===== src/rtl/led_cursor_pkg.sv =====
// Shared definitions for the LED cursor controller: mode encoding, direction bit
// indices, panel limits and a saturating coordinate step helper.
package led_cursor_pkg;

  localparam logic [0:0] MODE_MANUAL = 1'b0;
  localparam logic [0:0] MODE_AUTO   = 1'b1;

  localparam int unsigned DIR_UP    = 3;
  localparam int unsigned DIR_DOWN  = 2;
  localparam int unsigned DIR_LEFT  = 1;
  localparam int unsigned DIR_RIGHT = 0;

  localparam int unsigned LED_X_MAX = 15;
  localparam int unsigned LED_Y_MAX = 7;

  // One step along an axis; opposite requests cancel, result clamps to [0, max].
  function automatic logic [3:0] sat_step(input logic [3:0] v, input logic inc,
                                          input logic dec, input logic [3:0] max);
    logic [3:0] r;
    r = v;
    if (inc && !dec && (v < max)) begin
      r = v + 4'd1;
    end else if (dec && !inc && (v != 4'd0)) begin
      r = v - 4'd1;
    end
    return r;
  endfunction

endpackage


===== src/rtl/step_prescaler.sv =====
// Free-running step prescaler: registered one-cycle tick every STEP_DIV clocks.
module step_prescaler #(
  parameter int unsigned STEP_DIV = 1_500_000
) (
  input  logic clk,
  input  logic rst,
  output logic tick
);

  localparam int unsigned CW = (STEP_DIV > 1) ? $clog2(STEP_DIV) : 1;

  logic [CW-1:0] cnt_q, cnt_d;
  logic          wrap;

  always_comb begin
    wrap  = (cnt_q == CW'(STEP_DIV - 1));
    cnt_d = wrap ? '0 : cnt_q + 1'b1;
  end

  always_ff @(posedge clk or negedge rst) begin
    if (!rst) begin
      cnt_q <= '0;
      tick  <= 1'b0;
    end else begin
      cnt_q <= cnt_d;
      tick  <= wrap;
    end
  end

endmodule


===== src/rtl/led_cursor_ctrl.sv =====
// Cursor controller for the 16x8 LED dot driver: key/sensor request mux, manual
// moves on step ticks, idle timeout into an automatic raster sweep.
module led_cursor_ctrl
  import led_cursor_pkg::*;
#(
  parameter int unsigned STEP_DIV   = 1_500_000,
  parameter int unsigned IDLE_STEPS = 40,
  parameter int unsigned X_MAX      = LED_X_MAX,
  parameter int unsigned Y_MAX      = LED_Y_MAX
) (
  input  logic       clk,
  input  logic       rst,
  input  logic [3:0] key_dir,
  input  logic       sns_en,
  input  logic [3:0] sns_dir,
  output logic [3:0] x,
  output logic [3:0] y,
  output logic       auto_mode,
  output logic       step_tick
);

  localparam int unsigned IW = $clog2(IDLE_STEPS + 1);

  logic          tick;
  logic [3:0]    req;
  logic [3:0]    x_q, x_d, y_q, y_d;
  logic [3:0]    mx, my;
  logic [0:0]    mode_q, mode_d;
  logic [IW-1:0] idle_q, idle_d;

  step_prescaler #(
    .STEP_DIV(STEP_DIV)
  ) u_prescaler (
    .clk (clk),
    .rst (rst),
    .tick(tick)
  );

  // Any key press masks the sensor completely, even if the keys cancel out.
  always_comb begin
    if (key_dir != 4'd0) begin
      req = key_dir;
    end else if (sns_en) begin
      req = sns_dir;
    end else begin
      req = 4'd0;
    end
  end

  always_comb begin
    mx = sat_step(x_q, req[DIR_RIGHT], req[DIR_LEFT], 4'(X_MAX));
    my = sat_step(y_q, req[DIR_UP], req[DIR_DOWN], 4'(Y_MAX));
  end

  always_comb begin
    mode_d = mode_q;
    idle_d = idle_q;
    x_d    = x_q;
    y_d    = y_q;
    if (mode_q == MODE_MANUAL) begin
      if (tick) begin
        if (req == 4'd0) begin
          if (idle_q == IW'(IDLE_STEPS - 1)) begin
            mode_d = MODE_AUTO;
            idle_d = '0;
          end else begin
            idle_d = idle_q + 1'b1;
          end
        end else begin
          x_d    = mx;
          y_d    = my;
          idle_d = '0;
        end
      end
    end else if (req != 4'd0) begin
      // Leaving the sweep is immediate; a coincident tick moves manually instead.
      mode_d = MODE_MANUAL;
      idle_d = '0;
      if (tick) begin
        x_d = mx;
        y_d = my;
      end
    end else if (tick) begin
      if (x_q == 4'(X_MAX)) begin
        x_d = 4'd0;
        y_d = (y_q == 4'(Y_MAX)) ? 4'd0 : y_q + 4'd1;
      end else begin
        x_d = x_q + 4'd1;
      end
    end
  end

  always_ff @(posedge clk or negedge rst) begin
    if (!rst) begin
      mode_q <= MODE_MANUAL;
      idle_q <= '0;
      x_q    <= 4'd0;
      y_q    <= 4'd0;
    end else begin
      mode_q <= mode_d;
      idle_q <= idle_d;
      x_q    <= x_d;
      y_q    <= y_d;
    end
  end

  assign x         = x_q;
  assign y         = y_q;
  assign auto_mode = (mode_q == MODE_AUTO);
  assign step_tick = tick;

endmodule


===== config.mk =====
export PLATFORM = sky130hd
export DESIGN_NAME = led_cursor_ctrl
export DESIGN_NICKNAME = d
export VERILOG_FILES = /design/src/rtl/led_cursor_pkg.sv /design/src/rtl/step_prescaler.sv /design/src/rtl/led_cursor_ctrl.sv
export SDC_FILE = /design/constraint.sdc
export NUM_CORES = 1
export LEC_CHECK = 0
export ABC_AREA = 1
export ABC_CLOCK_PERIOD_IN_PS = 1850
export CELL_PAD_IN_SITES_DETAIL_PLACEMENT = 1
export CELL_PAD_IN_SITES_GLOBAL_PLACEMENT = 1
export CORE_ASPECT_RATIO = 1.2
export CORE_MARGIN = 2
export CORE_UTILIZATION = 30
export DETAILED_ROUTE_END_ITERATION = 8
export PLACE_DENSITY_LB_ADDON = 0.1
export SETUP_SLACK_MARGIN = 0.05
export SLEW_MARGIN = 20
export SYNTH_ARGS = -nofsm -noshare
export SYNTH_HDL_FRONTEND = slang
export SYNTH_SLANG_ARGS = --single-unit

===== constraint.sdc =====
create_clock -name clk -period 1.85 [get_ports clk]
set_clock_uncertainty 0.1 [all_clocks]
set_input_delay 0.37 -clock clk [delete_from_list [all_inputs] [get_ports clk]]
set_output_delay 0.37 -clock clk [all_outputs]
set_load 0.005 [all_outputs]

==> flow_summary.json <==
{
  "p_leak_nw": 1.743,
  "timing.final.hold_violations": 0,
  "drt-vias-per-instance": 4.720,
  "antenna_violating_nets_post_route": 0,
  "grt_pass1_wl_microns": 11700,
  "timing_max_transition_violations_final": 0,
  "cts.path.max_buffers": 2,
  "data_arrival_at_the_endpoint_of_the_critical_path_ns": 1.27,
  "grtUsageTotal_pct": 15.91,
  "synth_sequential_area_ratio_pct": 36.22,
  "number_of_antenna_diodes": 0,
  "drtPass1Iterations": 4,
  "route.final.wire_length_microns": 7095,
  "worst_case_hold_slack_ns": 0.02578,
  "initial_core_util_pct": 31.18,
  "worst_ir_drop_vdd_uv": 425.1,
  "setup.worst_path.class": "reg2out",
  "dr_wl_met2_microns": 3759,
  "synth_area_leaders": "sky130_fd_sc_hd__dfrtp_1 (36%), sky130_fd_sc_hd__nand2_1 (11%), sky130_fd_sc_hd__inv_1 (7.2%)",
  "worst-path-max-fanout": 5,
  "post-route-period-util_pct": 94.25,
  "preCtsSetupSlack_ns": -0.3187,
  "totalPowerFinal_mw": 1.543,
  "layout.nets": 424,
  "pwr_density_cell_nw_per_um2": 451.6,
  "std_cell_rows": 36,
  "ctsHtreeMaxLevel": 2,
  "worst_slew_margin_rel_pct": 66.54,
  "drt-initial-drc-count": 48,
  "finalWeightedCongestion": 0.7503,
  "syn2layout_area_growth_pct": 33.63,
  "grt_setup_unrepaired": "yes",
  "met3RoutedLength_microns": 156,
  "remaining_drc_errors": 0,
  "clock_sinks": 37,
  "ys_async_sr_fraction_pct": 100.0,
  "num_vias": 2459,
  "m1WireLength_microns": 2999,
  "netlist-cell-type-count": 38,
  "synth_top_flop_cell": "sky130_fd_sc_hd__dfrtp_1",
  "worstPathRequired_ns": 1.38,
  "postSynthNetCount": 363,
  "ys_seq_elements": 37,
  "timing.final.crit_period_ns": 1.744,
  "cp-start-kind": "flop",
  "clock_insertion_delay_worst_skew_ns": 0.29,
  "worst_r2r_path_depth": 11,
  "min_path_type": "in2async",
  "pin_count": 21,
  "floorplan.die_area_sq_um": 9278,
  "synth_cells": 346,
  "gr-total-overflow": 0,
  "synth_warnings": 0,
  "worst_slew_pin_slew_ns": 0.5019,
  "cts_tree": "built",
  "synthMostInstantiatedCell": "sky130_fd_sc_hd__nand2_1",
  "drive_gt1_share_pct": 26.29,
  "core-area_sq_um": 8198,
  "highest-signal-layer": "met4",
  "place_hpwl_microns": 5234,
  "maxClockFrequency_ghz": 0.5735,
  "via_count_of_the_first_global_routing_pass": 2576,
  "drt-wirelength-per-cell_microns": 13.62,
  "clock_root_cell": "sky130_fd_sc_hd__clkbuf_8",
  "number_of_enable_flip_flop_cells_after_synthesis": 0,
  "outcome": "finished, final reports clean",
  "clkTransAtPathRegs_ns": 0.08,
  "port_buffers": 20,
  "floorplan.die.width_microns": 88.27,
  "largest_net_degree_at_the_start_of_global_routing": 38,
  "synth_common_cells": "sky130_fd_sc_hd__nand2_1 (78), sky130_fd_sc_hd__inv_1 (49), sky130_fd_sc_hd__nor2_1 (41)",
  "max_cap_viol_count": 0,
  "final_critical_path_setup_slack_ns": 0.1064,
  "floorplan.die.height_microns": 105.1,
  "final-setup-viol-count": 0,
  "numCtsBuffers": 5,
  "netlist.top_cell.by_area": "sky130_fd_sc_hd__dfrtp_1",
  "antenna_found_initial": 0,
  "area_share_of_the_leading_cell_type_in_the_synthesized_netlist_pct": 36.22,
  "crit_path_end_kind": "output pin",
  "totalNegativeSetupSlack_ns": 0,
  "mappedNetlistArea_sq_um": 2556,
  "post_synth.cell_area_avg_sq_um": 7.388
}
-- power by group --
| group | switching (mW) | leakage (nW) | internal, mW |
|---|---|---|---|
| Sequential | 0.00197 | 0.482 | 0.810 |
| Clock | 0.292 | 0.0443 | 0.296 |
| Combinational | 0.0859 | 1.22 | 0.0562 |
| Total | 0.380 | 1.74 | 1.16 |
-- cells in the final DEF (no fill, tap or decap), drive strengths merged, types with 12 or more instances in the layout --
master / n
buf: 37
clkdlybuf4s50: 12
dfrtp: 37
inv: 54
nand2: 87
nand3: 32
nor2: 51
o21ai: 14
xor2: 14
-- state kept, by name (all words and copies together) (netlist names) --
name / flops
u_prescaler.cnt_q: 21
idle_q: 6
x: 4
y: 4
auto_mode: 1
u_prescaler.tick: 1
-- worst paths after layout --
| check | startpoint | endpoint | slack [ns] |
|---|---|---|---|
| hold / removal | rst | auto_mode$_DFF_PN0_ | 0.03 |
| hold reg to reg | idle_q[0]$_DFFE_PN0P_ | idle_q[0]$_DFFE_PN0P_ | 0.42 |
| setup reg to reg | u_prescaler.cnt_q[0]$_DFF_PN0_ | u_prescaler.cnt_q[14]$_DFF_PN0_ | 0.12 |
| max in group asynchronous | rst | y[0]$_DFFE_PN0P_ | 1.25 |
| min in group clk | idle_q[0]$_DFFE_PN0P_ | idle_q[0]$_DFFE_PN0P_ | 0.42 |
| setup / recovery | y[1]$_DFFE_PN0P_ | y[1] | 0.11 |
-- repair_timing --
action / in CTS / in global routing
pin swaps: 1 / 18
cloned: 1 / 1
endpoints found under the setup margin: 11 / 32
hold buffers: 0 / 0
setup buffers: 2 / 11
resized for setup: 6 / 43
-- kinds of logic (layout without fill, tap and decap cells) --
group	count (synthesis)	after routing	share of synthesized area (%)
and+or+nand+nor	198	199	38.96
AOI/OAI and AO/OA	31	31	7.391
adders and majority gates	6	6	2.937
xor gates and xnor gates	16	16	5.482
DFF	37	37	36.22
buffers and inverters	58	118	9.006
-- worst max-delay path, stage by stage (launching register included) --
cell and delay (ns):
sky130_fd_sc_hd__dfrtp_1 0.37, sky130_fd_sc_hd__buf_6 0.12, sky130_fd_sc_hd__clkdlybuf4s50_1 0.49
-- through the flow --
step | util, % | cell area, sq um | instances
6_report | 41.67 | 3416 | 521
5_1_grt | 41.67 | 3416 | 521
4_1_cts | 38.60 | 3164 | 509
3_5_place_dp | 37.03 | 3035 | 499
3_3_place_gp | 37.03 | 3035 | 499
2_1_floorplan | - | 2556 | 346
-- area by class of cell --
type,instances,area [sq um]
Sequential cell,37,933.4
Timing Repair Buffer,56,499.2
Clock buffer,7,86.33
Inverter,55,206.4
Multi-Input combinational cell,252,1548
Fill cell,1023,4782
Tap cell,114,142.6
-- metal layers --
metal	vias to the layer above	global-route usage (%)
met3	12	2.607
li1	1230	-
met5	-	0
met1	1190	17.92
met2	27	29.00
met4	0	6.169
(Power assumes the default switching activity.)
